==> src/rtl/dmni_mem_sched.sv <==
// rtl/dmni_mem_sched.sv - round-robin burst scheduler sharing one memory port among three DMNI requesters
module dmni_mem_sched #(
  parameter int MAX_BURST  = 16,
  parameter int ADDR_WIDTH = 32
) (
  input  logic                       clk_i,
  input  logic                       rst_ni,
  input  logic [2:0]                 req_i,
  input  logic [2:0]                 we_i,
  input  logic [2:0]                 last_i,
  input  logic [2:0][ADDR_WIDTH-1:0] addr_i,
  input  logic [2:0][31:0]           wdata_i,
  output logic [2:0]                 gnt_o,
  output logic [2:0]                 rvalid_o,
  output logic [31:0]                rdata_o,
  output logic                       mem_en_o,
  output logic [3:0]                 mem_we_o,
  output logic [ADDR_WIDTH-1:0]      mem_addr_o,
  output logic [31:0]                mem_data_o,
  input  logic [31:0]                mem_data_i,
  output logic                       busy_o
);

  localparam int CW = $clog2(MAX_BURST) + 1;
  localparam logic [CW-1:0] MAX_CNT = CW'(MAX_BURST);

  typedef enum logic {IDLE, BURST} state_t;

  state_t        state_q, state_d;
  logic [2:0]    gnt_q, gnt_d;
  logic [1:0]    owner_q, owner_d;
  logic [1:0]    rr_ptr_q, rr_ptr_d;
  logic [CW-1:0] beat_cnt_q, beat_cnt_d;
  logic [2:0]    rvalid_q, rvalid_d;

  logic          own_req, own_we, own_last, beat, others_pending;
  logic [CW-1:0] cnt_inc;
  logic [1:0]    idx1, idx2, winner;
  logic          any_req;

  // Owner 0..2 only, so a 2-bit modulo-3 increment is enough.
  function automatic logic [1:0] inc3(input logic [1:0] v);
    return (v == 2'd2) ? 2'd0 : v + 2'd1;
  endfunction

  // Round-robin winner search starting at rr_ptr_q.
  always_comb begin
    idx1    = inc3(rr_ptr_q);
    idx2    = inc3(idx1);
    any_req = |req_i;
    winner  = rr_ptr_q;
    if (req_i[rr_ptr_q])  winner = rr_ptr_q;
    else if (req_i[idx1]) winner = idx1;
    else if (req_i[idx2]) winner = idx2;
  end

  // Memory port follows the owner combinationally; everything is zero without an active beat.
  always_comb begin
    own_req        = req_i[owner_q];
    own_we         = we_i[owner_q];
    own_last       = last_i[owner_q];
    beat           = (state_q == BURST) && own_req;
    others_pending = |(req_i & ~gnt_q);
    mem_en_o       = beat;
    mem_we_o       = (beat && own_we) ? 4'hF : 4'h0;
    mem_addr_o     = beat ? addr_i[owner_q] : '0;
    mem_data_o     = beat ? wdata_i[owner_q] : '0;
    cnt_inc        = (beat_cnt_q == MAX_CNT) ? beat_cnt_q : beat_cnt_q + CW'(1);
  end

  // Two-state burst FSM: grant in IDLE, count and release in BURST.
  always_comb begin
    state_d    = state_q;
    gnt_d      = gnt_q;
    owner_d    = owner_q;
    rr_ptr_d   = rr_ptr_q;
    beat_cnt_d = beat_cnt_q;
    rvalid_d   = 3'b000;
    case (state_q)
      IDLE: begin
        if (any_req) begin
          state_d    = BURST;
          owner_d    = winner;
          gnt_d      = 3'(1) << winner;
          beat_cnt_d = '0;
        end
      end
      BURST: begin
        if (!own_req) begin
          state_d  = IDLE;
          gnt_d    = 3'b000;
          rr_ptr_d = inc3(owner_q);
        end else begin
          beat_cnt_d = cnt_inc;
          if (!own_we) rvalid_d = gnt_q;
          // Saturated counter with someone waiting forces a handover on every further beat.
          if (own_last || ((cnt_inc == MAX_CNT) && others_pending)) begin
            state_d  = IDLE;
            gnt_d    = 3'b000;
            rr_ptr_d = inc3(owner_q);
          end
        end
      end
      default: state_d = IDLE;
    endcase
  end

  // State registers; reset aborts any burst and drops pending read returns.
  always_ff @(posedge clk_i or negedge rst_ni) begin
    if (!rst_ni) begin
      state_q    <= IDLE;
      gnt_q      <= 3'b000;
      owner_q    <= 2'd0;
      rr_ptr_q   <= 2'd0;
      beat_cnt_q <= '0;
      rvalid_q   <= 3'b000;
    end else begin
      state_q    <= state_d;
      gnt_q      <= gnt_d;
      owner_q    <= owner_d;
      rr_ptr_q   <= rr_ptr_d;
      beat_cnt_q <= beat_cnt_d;
      rvalid_q   <= rvalid_d;
    end
  end

  // Read data comes from the memory's own output register, qualified by the registered valid.
  always_comb begin
    gnt_o    = gnt_q;
    rvalid_o = rvalid_q;
    rdata_o  = (|rvalid_q) ? mem_data_i : 32'h0;
    busy_o   = (state_q == BURST);
  end

endmodule

==> config.mk <==
export PLATFORM = sky130hd
export DESIGN_NAME = dmni_mem_sched
export DESIGN_NICKNAME = d
export VERILOG_FILES = /design/src/rtl/dmni_mem_sched.sv
export SDC_FILE = /design/constraint.sdc
export NUM_CORES = 1
export LEC_CHECK = 0
export BUFFER_PORTS_ARGS = -buffer_cell sky130_fd_sc_hd__buf_4
export CAP_MARGIN = 5
export CELL_PAD_IN_SITES_DETAIL_PLACEMENT = 1
export CELL_PAD_IN_SITES_GLOBAL_PLACEMENT = 1
export CORE_AREA = 2 2 134 136
export CTS_CLUSTER_DIAMETER = 50
export DETAILED_ROUTE_END_ITERATION = 8
export DIE_AREA = 0 0 136 138
export HOLD_SLACK_MARGIN = 0.1
export PLACE_DENSITY_LB_ADDON = 0.15
export SLEW_MARGIN = 20
export SYNTH_ARGS = -nofsm -noshare
export SYNTH_HDL_FRONTEND = slang
export SYNTH_SLANG_ARGS = --single-unit
==> constraint.sdc <==
create_clock -name clk_i -period 1.86 [get_ports clk_i]
set_clock_uncertainty 0.05 [all_clocks]
set_input_delay 0.372 -clock clk_i [delete_from_list [all_inputs] [get_ports clk_i]]
set_output_delay 0.372 -clock clk_i [all_outputs]
set_load 0.03 [all_outputs]
==> metrics.cfg, run 1 <==
[logic_synthesis]
synth_seq_cells = 16
yosysUniqueCellTypes = 33
synth_compound_area_share_pct = 18.1
synthCells = 423
synth_seq_area_share_pct = 14.6
synth_xor_area_share_pct = 0.960
synth_area_um2 = 2740
yosys.area_share.adder_pct = 0.914
synth_simple_gate_area_share_pct = 32.0
synth_top_family_by_area = simple AND/OR/NAND/NOR gates
ys.warnings.count = 0
syn_nets = 660
syn_avg_cell_area_um2 = 6.47
synthMuxAreaShare_pct = 26.0

[layout]
layout-drive-gt1-share_pct = 71.8
nNetsFinal = 1030
final-seq-area_um2 = 408
most-common-layout-cells = buf_4, nor2_1, nor2_4
num-fill-cells = 2101
multi_input_area_um2 = 3000
mostFrequentLayoutCell = buf_4
diodes = 0
area_growth_pct = 167
final_cell_area_um2 = 7300

[cts]
cts_tree = yes
htree_num_levels = 1
cts_buffers = 3
root_buffer = clkbuf_16
cts_max_path_buffers = 2
numClockSinks = 16
clk_pin_slew_ns = 0.05
insertion_delay_ns = 0.25

[drt]
wirelength_mm = 17.8
vias = 4508
wire_per_inst_um = 17.4
routed_via_density = 4.42
drc = 0
dr.pass1.iters = 4
drtAntennaViolNets = 0
detail_route.iter0.violations = 63

[sta]
worst_slack_ns = -0.363
tightest_slew_ns = 0.490
hold_violations = 0
slew_headroom_pct = 67.3
timing.setup.tns_ns = -22.39
period_needed_ns = 2.22
timing.fmax_mhz = 450
final_min_period_over_clock_period_pct = 120
holdWs_ns = 0.503
slew_viol_final = 0
setup_viol_count_final = 75
rsz0062_at_grt = yes

[global_route]
grt_pass1_vias = 4758
track_usage_pct = 17.2
grt_max_degree = 43
antenna_found_initial = 0
grt_first_pass_wirelength_mm = 25.9
overflow = 0

[floorplan]
die_y_um = 138
dieArea_um2 = 18800
die_w_um = 136
initial_utilization_pct = 15.6
rows = 49
core_um2 = 17500
io_pins = 343

[status]
status = finished, violations left
violations = negative setup slack

[setup_path]
cp.arrival_ns = 1.80
ff2ff_setup_slack_ns = -0.17
worstSetupPathType = flop to output port
cp_max_fo = 4
worstReg2RegStart = beat_cnt_q[0]
crit_path_frequent_cell = buf_4
cp-end-kind = output port
r2r_end = rr_ptr_q[0]
cp_data_required_time_ns = 1.44
slowest_stage = dfrtp_4
crit_chain = mux2i_1 -> o21ai_4 -> buf_4 -> nand2_4 -> buf_4 -> nor2_4 -> buf_4
cpPeakStageDelay_ns = 0.51
ff2ff_path_depth = 7
cp-start-kind = flop

[pwr]
seqPwrFrac_pct = 5.8
irDropWorstVdd_mv = 0.794
p_switching_mw = 5.50
swShare_pct = 53.4
power.share.clock_pct = 4.6
share_comb_of_total_power_pct = 89.5
leakage_nw = 3.46
internal_power_mw = 4.80
power_density_nw_per_um2 = 1410

[worst_hold_path]
min_path_type = input pin to asynchronous set/reset pin

[place]
port_buffers = 342
place_hpwl_mm = 14.0
pre_cts_ws_ns = -0.206
globalplace.congestion = 0.835
placed_cell_area_um2 = 6340

[flow_run]
maxCapViolCount = 0

-- per-layer routing --
metal	vias up	GRT usage (%)	share of wire, %
met5	-	0	0
met4	0	3.40	1.8
met3	20	3.67	7.4
met2	187	32.2	53
met1	2138	20.0	38
li1	2163	-	-
-- registers in the layout (all words and copies together), names as in the netlist --
| name | flops |
|---|---|
| beat_cnt_q | 5 |
| busy_o | 1 |
| gnt_o | 3 |
| owner_q | 2 |
| rr_ptr_q | 2 |
| rvalid_o | 3 |
-- Yosys cell counts --
cell type / n / area [um^2]
nand2_1: 11 / 41.3
buf_4: 3 / 22.5
buf_1: 3 / 11.3
o311a_2: 1 / 11.3
nand3_2: 1 / 10.0
nor2b_1: 34 / 213
a21oi_1: 68 / 340
ha_1: 2 / 25.0
buf_2: 10 / 50.1
nand4bb_1: 1 / 11.3
o21ai_2: 1 / 8.76
nor2_1: 136 / 510
inv_1: 9 / 33.8
nand3_1: 5 / 25.0
and3_1: 3 / 18.8
a22oi_1: 1 / 7.51
clkbuf_1: 23 / 86.3
a32o_1: 2 / 20.0
mux2_4: 2 / 30.0
dfrtp_1: 16 / 400
nor3_1: 3 / 15.0
a222oi_1: 1 / 10.0
mux2i_1: 68 / 681
xor2_1: 3 / 26.3
a31o_2: 1 / 8.76
o31ai_1: 1 / 7.51
a2111oi_4: 1 / 27.5
or2_2: 1 / 6.26
o22ai_1: 1 / 6.26
o21ai_0: 6 / 30.0
nor2_2: 1 / 6.26
o21ai_4: 1 / 16.3
nand2b_1: 3 / 18.8
-- critical path, delay by kind of cell, from the launching register on --
family / cells / cell delay (ns)
AOI/OAI and AO/OA: 1 / 0.10
and+or+nand+nor: 2 / 0.16
DFF: 1 / 0.51
muxes: 1 / 0.26
buffers and inverters: 3 / 0.51
-- worst max path at each step --
stage | endpoint | cells after the start | start | slack, ns
detailed placement | rr_ptr_q[1] | 8 | beat_cnt_q[1] | -0.21
global placement | mem_data_o[10] | 7 | owner_q[0] | -0.16
CTS | mem_addr_o[27] | 7 | owner_q[0] | -0.37
finish | mem_addr_o[11] | 7 | owner_q[0] | -0.36
global route | mem_addr_o[18] | 8 | owner_q[0] | -0.45
floorplan | mem_we_o[1] | 9 | owner_q[0] | -0.12
-- timing repair --
item,in CTS,in global routing
cloned,3,5
endpoints found under the hold margin,16,0
hold buffers,1,0
endpoints found under the setup margin,76,79
buffers inserted,5,5
pin swaps,6,9
gates resized for setup,118,36
-- per-stage QoR --
step	total power [mW]	std cells	util [%]
floorplan	5.65	423	-
global placement	8.11	999	36.2
detailed placement	8.21	999	36.2
CTS	9.84	1011	39.9
global route	10.9	1021	41.6
finish	10.3	1021	41.6
-- area by class of cell --
cell class | instances | share of cell area (%)
multi-input cells | 360 | 41.1
flip-flops and latches | 16 | 5.59
well taps | 229 | 3.92
repair buffers | 403 | 47.7
inverters | 9 | 0.531
clock buffers | 4 | 1.22
-- power by group through the flow --
stage               logic [mW]  registers, mW  clock network (mW)
floorplan                 5.01          0.639                   0
CTS                       8.79          0.577               0.481
global route              9.78          0.623               0.506
detailed placement        7.63          0.579                   0
global placement          7.54          0.567                   0
finish                    9.23          0.602               0.475
-- kinds of logic (layout without fill, tap and decap cells) --
| logic type | Yosys count | in the layout |
|---|---|---|
| AND/OR/NAND/NOR | 199 | 200 |
| XOR/XNOR | 3 | 3 |
| multiplexers | 70 | 70 |
| buffers and inverters | 48 | 416 |
| AO/OA/AOI/OAI | 85 | 85 |
| flip-flops | 16 | 16 |
| adder cells (fa/ha/maj) | 2 | 2 |
No activity file was read; power rests on OpenSTA's default activity.
==> run 2, diff against run 1 <==
--- a/config.mk
+++ b/config.mk
@@ -13,6 +13,7 @@
 export CTS_CLUSTER_DIAMETER = 50
 export DETAILED_ROUTE_END_ITERATION = 8
 export DIE_AREA = 0 0 136 138
+export GPL_TIMING_DRIVEN = 0
 export HOLD_SLACK_MARGIN = 0.1
 export PLACE_DENSITY_LB_ADDON = 0.15
 export SLEW_MARGIN = 20
==> run 2 against run 1 <==
Net effect:
- setup slack got worse by 0.089 ns
- total power fell by 5.5%
- sequential power shrank 1%
- wire length shrank 3.5%
- the flow still finishes with violations (negative setup slack)
- largest power group unchanged
- worst hold slack lost 0.057 ns
- largest cell class unchanged
==> metrics.cfg, run 2 (synthesized netlist as in run 1, its figures left out) <==
[layout]
most-common-layout-cells = buf_4, nor2_1, mux2i_1
area_growth_pct = 157
layout-drive-gt1-share_pct = 66.0  ; -5.9 points
nNetsFinal = 1034  ; +0.39%
largest_reg_flops = 5  ; unchanged
mostFrequentLayoutCell = buf_4
top_register = beat_cnt_q
diodes = 0  ; unchanged
final_cell_area_um2 = 7040  ; -3.6%

[place]
port_buffers = 342  ; unchanged
placed_cell_area_um2 = 6170  ; -2.7%
globalplace.congestion = 0.875  ; +4.8%
place_hpwl_mm = 13.9  ; -0.80%

[drt]
routed_via_density = 4.33  ; -1.9%
detail_route.iter0.violations = 80  ; +27%
vias = 4440  ; -1.5%
wire_per_inst_um = 16.8  ; -3.9%
wirelength_mm = 17.2  ; -3.5%
topRoutingLayerUsed = met4
met1_length_mm = 6.34  ; -6.5%
wl_met2_mm = 9.57  ; +2.0%
drtAntennaViolNets = 0  ; unchanged
drc = 0  ; unchanged
dr.pass1.iters = 4  ; unchanged
wl_met3_mm = 1.15  ; -12%

[setup_path]
cp-start-kind = flop
cp_max_fo = 6  ; +2
cp.arrival_ns = 1.89  ; +0.09 ns
ff2ff_setup_slack_ns = -0.39  ; -0.22 ns
crit_path_end = mem_data_o[30]
cp-end-kind = output port
worstSetupPathType = flop to output port
ff2ff_path_depth = 14  ; +7
r2r_end = rr_ptr_q[1]
timing.critical_path.from = owner_q[0]
cp_data_required_time_ns = 1.44  ; about the same
worstReg2RegStart = owner_q[0]

[sta]
period_needed_ns = 2.31  ; +0.0885 ns
timing.fmax_mhz = 433  ; -3.8%
rsz0062_at_grt = yes
final_min_period_over_clock_period_pct = 124  ; +4.8 points
hold_violations = 0  ; unchanged
worst_slack_ns = -0.452  ; -0.0886 ns
setup_viol_count_final = 74  ; -1.3%
slew_headroom_pct = 62.1  ; -5.2 points
tightest_slew_ns = 0.568  ; +0.0778 ns
slew_viol_final = 0  ; unchanged
timing.setup.tns_ns = -29.09  ; -6.70 ns

[pwr]
power_density_nw_per_um2 = 1380  ; -2.0%
power_mw = 9.74  ; -5.5%
irDropWorstVdd_mv = 0.433  ; -45%
leakage_nw = 3.42  ; -1.1%

[floorplan]
dieArea_um2 = 18800  ; unchanged
rows = 49  ; unchanged
die_y_um = 138  ; unchanged
core_um2 = 17500  ; unchanged
io_pins = 343  ; unchanged
die_w_um = 136  ; unchanged
initial_utilization_pct = 15.6  ; unchanged

[cts]
root_buffer = clkbuf_16
insertion_delay_ns = 0.25  ; about the same
cts_buffers = 3  ; unchanged
numClockSinks = 16  ; unchanged
cts_tree = yes
cts_max_path_buffers = 2  ; unchanged
htree_num_levels = 1  ; unchanged
clk_pin_slew_ns = 0.05  ; about the same

[status]
status = finished, violations left
violations = negative setup slack

[global_route]
antenna_found_initial = 0  ; unchanged
grt_first_pass_wirelength_mm = 26.5  ; +2.4%
grt_max_degree = 17  ; -60%
track_usage_pct = 17.5  ; +0.28 points
grt_pass1_vias = 4947  ; +4.0%
overflow = 0  ; unchanged

[worst_hold_path]
min_path_type = input pin to flop
hold_start = last_i[2]

[flow_run]
maxCapViolCount = 0  ; unchanged

-- run 2: cell types whose count changed in the layout (fill, tap and decap cells not counted), sizes merged --
cell,change
buf,-14
clkbuf,+19
nand2,-1
-- run 2: routing by layer --
layer,GRT usage [%],up-vias
met5,0,-
met3,3.37,7
li1,-,2163
met4,1.43,0
met2,34.9,172
met1,19.5,2098
-- run 2: critical path, cell delays in order, from the launching register on --
cell and delay, ns:
dfrtp_1 0.38, buf_6 0.14, nor2b_4 0.15, nand2_2 0.07, o21ai_2 0.08, nand2_2 0.10
buf_8 0.16, buf_4 0.15, clkbuf_16 0.16, nor2_4 0.09, buf_6 0.14
-- run 2: how the worst min path moves through the flow --
stage / cells after the start / end / slack, ns
3_5_place_dp: 1 / busy_o / 0.20
4_1_cts: 4 / busy_o / 0.44
3_3_place_gp: 1 / busy_o / 0.19
2_1_floorplan: 0 / beat_cnt_q[0] / 0.03
6_report: 4 / busy_o / 0.45
5_1_grt: 4 / busy_o / 0.47
-- run 2: cell type report --
| class | count | area, um^2 |
|---|---|---|
| buffer | 39 | 409 |
| clock buffer | 4 | 88.8 |
| fill | 2140 | 10500 |
| timing repair buffer | 369 | 3000 |
| multi-input combinational | 359 | 2810 |
| sequential | 16 | 403 |
| tap | 229 | 287 |
| inverter | 9 | 38.8 |
-- run 2: timing repair --
| item | in CTS | in global routing |
|---|---|---|
| setup endpoints to repair | 105 | 108 |
| cloned | 3 | 0 |
| endpoints found under the hold margin | 16 | 0 |
| hold buffers | 1 | 0 |
| setup buffers | 24 | 2 |
| resized for setup | 118 | 28 |
| pin swaps | 10 | 2 |
-- run 2: stage by stage --
step                      setup slack, ns  instances  util [%]  hold slack [ns]
after floorplan                    -0.118        423         -           0.0264
after global placement             -0.610        994      35.2            0.191
after detailed placement           -0.640        994      35.2            0.198
after CTS                          -0.472       1023      39.7            0.438
after global routing               -0.554       1025      40.1            0.467
final                              -0.452       1025      40.1            0.446
-- run 2: power breakdown --
group | internal (mW) | total [mW] | switching, mW
sequential | 0.458 | 0.593 | 0.135
clock | 0.327 | 0.475 | 0.148
combinational | 3.75 | 8.67 | 4.92
total | 4.53 | 9.74 | 5.21
